[config.mk]
export PLATFORM = sky130hd
export DESIGN_NAME = mult_div_unit
export DESIGN_NICKNAME = d
export VERILOG_FILES = /design/src/rtl/mult_div_unit.sv
export SDC_FILE = /design/constraint.sdc
export NUM_CORES = 1
export LEC_CHECK = 0
export ABC_AREA = 1
export ABC_CLOCK_PERIOD_IN_PS = 3800
export CAP_MARGIN = 20
export CORE_AREA = 10 10 230 232
export CTS_BUF_LIST = sky130_fd_sc_hd__clkbuf_8
export CTS_CLUSTER_SIZE = 14
export DETAILED_ROUTE_END_ITERATION = 12
export DIE_AREA = 0 0 240 242
export PLACE_DENSITY = 0.74
export SLEW_MARGIN = 20
export SYNTH_ARGS = -nofsm -noshare
export SYNTH_HDL_FRONTEND = slang
export SYNTH_SLANG_ARGS = --single-unit
[constraint.sdc]
create_clock -name clk -period 3.8 [get_ports clk]
set_input_delay 0.76 -clock clk [delete_from_list [all_inputs] [get_ports clk]]
set_output_delay 0.76 -clock clk [all_outputs]
set_load 0.005 [all_outputs]
[src/rtl/mult_div_unit.sv]
// Shared multicycle multiply (shift-add) / divide (restoring) engine feeding HI/LO; define EARLY_TERM_EN for multiply early exit.
// done follows the accept edge by WIDTH+1 edges (div-by-zero: 1 edge); start is ignored while busy, nothing is queued.
module mult_div_unit #(
  parameter int WIDTH = 32
) (
  input  logic             clk,
  input  logic             reset,
  input  logic             start,
  input  logic             op,
  input  logic             is_signed,
  input  logic [WIDTH-1:0] a,
  input  logic [WIDTH-1:0] b,
  output logic             busy,
  output logic             done,
  output logic [WIDTH-1:0] hi,
  output logic [WIDTH-1:0] lo,
  output logic             div0
);

  localparam int CW = $clog2(WIDTH + 1);
  localparam int W2 = 2 * WIDTH;
  localparam logic [CW-1:0] LAST = CW'(WIDTH - 1);

  localparam logic [2:0] S_IDLE = 3'd0;
  localparam logic [2:0] S_RUN  = 3'd1;
  localparam logic [2:0] S_FIX  = 3'd2;
  localparam logic [2:0] S_DONE = 3'd3;
  localparam logic [2:0] S_ZERO = 3'd4;

  logic [2:0]       state_q, state_d;
  logic             op_q, op_d;
  logic             neg_q, neg_d;
  logic             rneg_q, rneg_d;
  logic             div0_q, div0_d;
  logic [CW-1:0]    cnt_q, cnt_d;
  logic [W2-1:0]    acc_q, acc_d;
  logic [W2-1:0]    x_q, x_d;
  logic [WIDTH-1:0] y_q, y_d;
  logic [WIDTH:0]   rem_q, rem_d;
  logic [WIDTH-1:0] hi_q, hi_d;
  logic [WIDTH-1:0] lo_q, lo_d;

  logic             accept;
  logic             a_neg, b_neg;
  logic             run_last;
  logic             div_ok;
  logic [WIDTH-1:0] a_mag, b_mag;
  logic [WIDTH-1:0] quo_fix, rem_fix;
  logic [W2-1:0]    mul_sum, prod_fix;
  logic [WIDTH+1:0] div_diff;

  assign a_neg  = is_signed & a[WIDTH-1];
  assign b_neg  = is_signed & b[WIDTH-1];
  assign a_mag  = a_neg ? (~a + WIDTH'(1)) : a;
  assign b_mag  = b_neg ? (~b + WIDTH'(1)) : b;
  assign accept = start && ((state_q == S_IDLE) || (state_q == S_DONE));

  // x_q holds the left-shifting multiplicand (mult) or the divisor in its low half (div);
  // y_q holds the right-shifting multiplier (mult) or dividend bits turning into quotient bits (div).
  assign mul_sum  = acc_q + (y_q[0] ? x_q : '0);
  assign div_diff = {rem_q, y_q[WIDTH-1]} - {2'b00, x_q[WIDTH-1:0]};
  assign div_ok   = ~div_diff[WIDTH+1];

`ifdef EARLY_TERM_EN
  assign run_last = (cnt_q == LAST) || (!op_q && (y_q[WIDTH-1:1] == '0));
`else
  assign run_last = (cnt_q == LAST);
`endif

  assign prod_fix = neg_q  ? (~acc_q + W2'(1)) : acc_q;
  assign quo_fix  = neg_q  ? (~y_q + WIDTH'(1)) : y_q;
  assign rem_fix  = rneg_q ? (~rem_q[WIDTH-1:0] + WIDTH'(1)) : rem_q[WIDTH-1:0];

  always_comb begin
    state_d = state_q;
    op_d    = op_q;
    neg_d   = neg_q;
    rneg_d  = rneg_q;
    div0_d  = div0_q;
    cnt_d   = cnt_q;
    acc_d   = acc_q;
    x_d     = x_q;
    y_d     = y_q;
    rem_d   = rem_q;
    hi_d    = hi_q;
    lo_d    = lo_q;

    case (state_q)
      S_IDLE, S_DONE: begin
        state_d = S_IDLE;
        if (accept) begin
          op_d   = op;
          neg_d  = a_neg ^ b_neg;
          rneg_d = a_neg;
          cnt_d  = '0;
          acc_d  = '0;
          rem_d  = '0;
          x_d    = {{WIDTH{1'b0}}, (op ? b_mag : a_mag)};
          y_d    = op ? a_mag : b_mag;
          div0_d = op && (b == '0);
          state_d = (op && (b == '0)) ? S_ZERO : S_RUN;
        end
      end
      S_RUN: begin
        cnt_d = cnt_q + CW'(1);
        if (op_q) begin
          rem_d = div_ok ? div_diff[WIDTH:0] : {rem_q[WIDTH-1:0], y_q[WIDTH-1]};
          y_d   = {y_q[WIDTH-2:0], div_ok};
        end else begin
          acc_d = mul_sum;
          x_d   = x_q << 1;
          y_d   = y_q >> 1;
        end
        if (run_last) begin
          state_d = S_FIX;
        end
      end
      S_FIX: begin
        if (op_q) begin
          hi_d = rem_fix;
          lo_d = quo_fix;
        end else begin
          hi_d = prod_fix[W2-1:WIDTH];
          lo_d = prod_fix[WIDTH-1:0];
        end
        state_d = S_DONE;
      end
      // Divide-by-zero spends one idle edge so done keeps its one-edge offset; busy stays low.
      S_ZERO: begin
        state_d = S_DONE;
      end
      default: begin
        state_d = S_IDLE;
      end
    endcase
  end

  always_ff @(posedge clk or negedge reset) begin
    if (!reset) begin
      state_q <= S_IDLE;
      op_q    <= 1'b0;
      neg_q   <= 1'b0;
      rneg_q  <= 1'b0;
      div0_q  <= 1'b0;
      cnt_q   <= '0;
      acc_q   <= '0;
      x_q     <= '0;
      y_q     <= '0;
      rem_q   <= '0;
      hi_q    <= '0;
      lo_q    <= '0;
    end else begin
      state_q <= state_d;
      op_q    <= op_d;
      neg_q   <= neg_d;
      rneg_q  <= rneg_d;
      div0_q  <= div0_d;
      cnt_q   <= cnt_d;
      acc_q   <= acc_d;
      x_q     <= x_d;
      y_q     <= y_d;
      rem_q   <= rem_d;
      hi_q    <= hi_d;
      lo_q    <= lo_d;
    end
  end

  assign busy = (state_q == S_RUN) || (state_q == S_FIX);
  assign done = (state_q == S_DONE);
  assign hi   = hi_q;
  assign lo   = lo_q;
  assign div0 = div0_q;

endmodule

==> flow_summary.yaml <==
timing:
  post-route-period-util_pct: 78.5
  max_freq_mhz: 335
  slew_viol_final: 0
  hold_ws_ps: 72.6
  worst_pin_slew_ps: 1100
  slew_headroom_pct: 26.3
  rsz0062_at_grt: "false"
  fin_setup_tns_ps: 0
  hold_viol: 0
  setup_viol: 0
  clock_skew_ps: 55.9
  min_period_ps: 2980
power_and_ir_drop:
  p_per_area_nw_per_um2: 795
  clock_power_share_pct: 12.7
  switchingPower_mw: 13.2
  intPower_mw: 10.7
  p_leak_nw: 15.9
  p_sw_share_pct: 55.3
  power_frac_comb_pct: 63.8
  p_total_mw: 23.8
  seqPwrFrac_pct: 23.4
  ir_drop_mv: 0.643
detailed_routing:
  routed_wl_um: 106000
  ant_nets: 0
  viasPerCell: 5.81
  dr.pass1.iters: 6
  vias: 31300
  drcViolationCount: 0
  drt_iter0_drc: 3426
  wl_per_cell_um: 19.7
clocking:
  cts.htree.levels: 2
  cts_setup_buffers: 0
  cts_root_buf: "clkbuf_8"
  hold_buffers: 0
  clock-sinks: 270
  clkTransAtPathRegs_ps: 70
  cts_resized: 0
  cts_tree: "yes"
  cts_max_path_buffers: 3
  numCtsBuffers: 52
  clock_latency_ps: 680
global_routing:
  grt.total_usage_pct: 35.6
  use_met3_pct: 6.96
  grt_pass1_vias: 28500
  grt-ovfl-total: 0
  grt_max_degree: 101
  antenna_found_initial: 2
  top_usage_layer: "met2"
  globalRouteMet1Util_pct: 47.1
  grt_use_met2_pct: 54.7
  grt_pass1_wl_um: 163000
logic_synthesis:
  ys_top_cells_by_area: "dfrtp_1 (25%), nand2_1 (20%), nand3_1 (9.9%)"
  async_flop_share_pct: 100
  synthCells: 4662
  synthDistinctLibCells: 58
  synth_area_per_cell_um2: 5.83
  ys_seq_area_share_pct: 24.9
  synth_ff_type: "dfrtp_1"
  synth.cell_area_um2: 27200
  syn-num-nets: 4834
  ys_ff_latch: 270
  yosysWarnings: 0
  yosysTopAreaCell: "dfrtp_1"
  synth_top_area_share_pct: 24.9
  synth_edf_count: 0
critical_path:
  crit_slowest_cell: "o21ai_0"
  critPathArrivalTime_ps: 3530
  crit_path_end_kind: "register"
  path_class: "register to register"
  cp.required_ps: 4350
  start_kind: "register"
  reg2regPathDepth: 15
  worstReg2RegStart: "y_q[0]"
  reg2reg_slack_ps: 820
  cp_slowest_stage_delay_ps: 430
  timing.critical_path.mode_cell: "nand2_1"
  r2r-end: "acc_q[63]"
  worstPathMaxFanout: 28
  crit_chain: "buf_4 -> nand2_1 -> inv_1 -> ha_1 -> nand2_1 -> o21ai_0 -> nand2_1 -> nand3_1 -> nand2_1 -> nand2_1 -> nand2_1 -> nand2_1 -> nand2_1 -> nand3_1 -> nand2_1"
placement:
  io_buffers: 135
  gp_congestion: 1.06
  dp_hpwl_um: 84700
floorplanning:
  rows: 81
  core_um2: 48400
  dieArea_um2: 58100
  fp.dieH_um: 242
  die_x_um: 240
  start_util_pct: 56.1
  num_io_pins: 136
final_layout:
  drive_gt1_share_pct: 4.44
  final_cell_mix: "nand2_1 (1480), inv_1 (707), nand3_1 (535)"
  n_antenna_cell: 0
  nNetsFinal: 4913
  final_common_cell: "nand2_1"
  area_growth_pct: 10.4
status:
  status: "finished, final reports clean"
min_path:
  hold_class: "input pin to asynchronous set/reset pin"
run:
  cap_violations: 0
[kinds of logic after synthesis]
kind of cell | Yosys count | share of synthesized area, %
compound gates | 654 | 13.7
xor+xnor | 62 | 2.00
fa+ha+maj | 103 | 4.80
buf+inv | 860 | 12.4
flops | 270 | 24.9
simple gates | 2713 | 42.2
[how the worst max path moves through the flow]
stage	start	end	slack, ps	cells after the start
after floorplan	y_q[0]	acc_q[50]	1000	21
after global placement	is_signed	x_q[8]	730	10
after detailed placement	is_signed	x_q[3]	690	9
after CTS	state_q[1]	busy	810	4
after global routing	x_q[0]	acc_q[46]	510	19
final	y_q[0]	acc_q[63]	820	15
[power by group through the flow]
stage | logic [mW] | clock network, mW | registers (mW)
after floorplan | 10.4 | 0 | 4.87
after global placement | 14.7 | 0 | 5.48
after detailed placement | 14.8 | 0 | 5.49
after CTS | 14.9 | 3.05 | 5.46
after global routing | 16.8 | 3.18 | 5.66
final | 15.2 | 3.04 | 5.59
[metal layers]
layer  part of all wire [%]  vias up
met5                  0.022        -
met4                    5.6        4
met3                    9.8      306
met2                     44     1658
met1                     41    14300
li1                       -    15100
[flip-flops by register name, indices dropped and copies added, names as in the netlist, 3 cells and up]
name and flops:
lo 32, y_q 32, state_q 3, acc_q 64
x_q 64, cnt_q 6, hi 32, rem_q 33
[Yosys cell counts, drive strengths merged (3+ instances only)]
cell / instances
a21boi: 15
a21oi: 219
a221oi: 25
a22oi: 21
a2bb2oi: 6
a31oi: 8
and2: 9
and3: 3
buf: 80
clkbuf: 65
dfrtp: 270
ha: 101
inv: 713
nand2: 1493
nand3: 543
nand3b: 27
nand4: 54
nor2: 507
nor3: 49
o211ai: 16
o21a: 11
o21ai: 250
o21bai: 11
o221ai: 3
o22ai: 57
o31ai: 5
o32ai: 3
or2: 25
xnor2: 27
xor2: 35
[critical path, delay by kind of cell (launching register included)]
family	cells	cell delay (ps)
AOI/OAI and AO/OA	1	430
adders and majority gates	1	350
buffers and inverters	2	310
DFF	1	400
and+or+nand+nor	11	1370
[cell type report]
cell class                      count  area (µm²)
Sequential cell                   270        6760
Clock inverter                     26         155
Multi-Input combinational cell   3532       17100
Inverter                          715        2690
Tap cell                          622         778
Fill cell                        4996       18500
Clock buffer                       65         895
Timing Repair Buffer              170        1650
[per-stage QoR]
stage	cell area, µm²	cells	setup WS [ps]	util [%]
floorplan	27200	4662	1000	-
global placement	28900	5309	732	59.7
detailed placement	28900	5309	690	59.7
CTS	30000	5400	814	61.9
global route	30000	5400	514	61.9
finish	30000	5400	819	61.9
(Power assumes the default switching activity.)
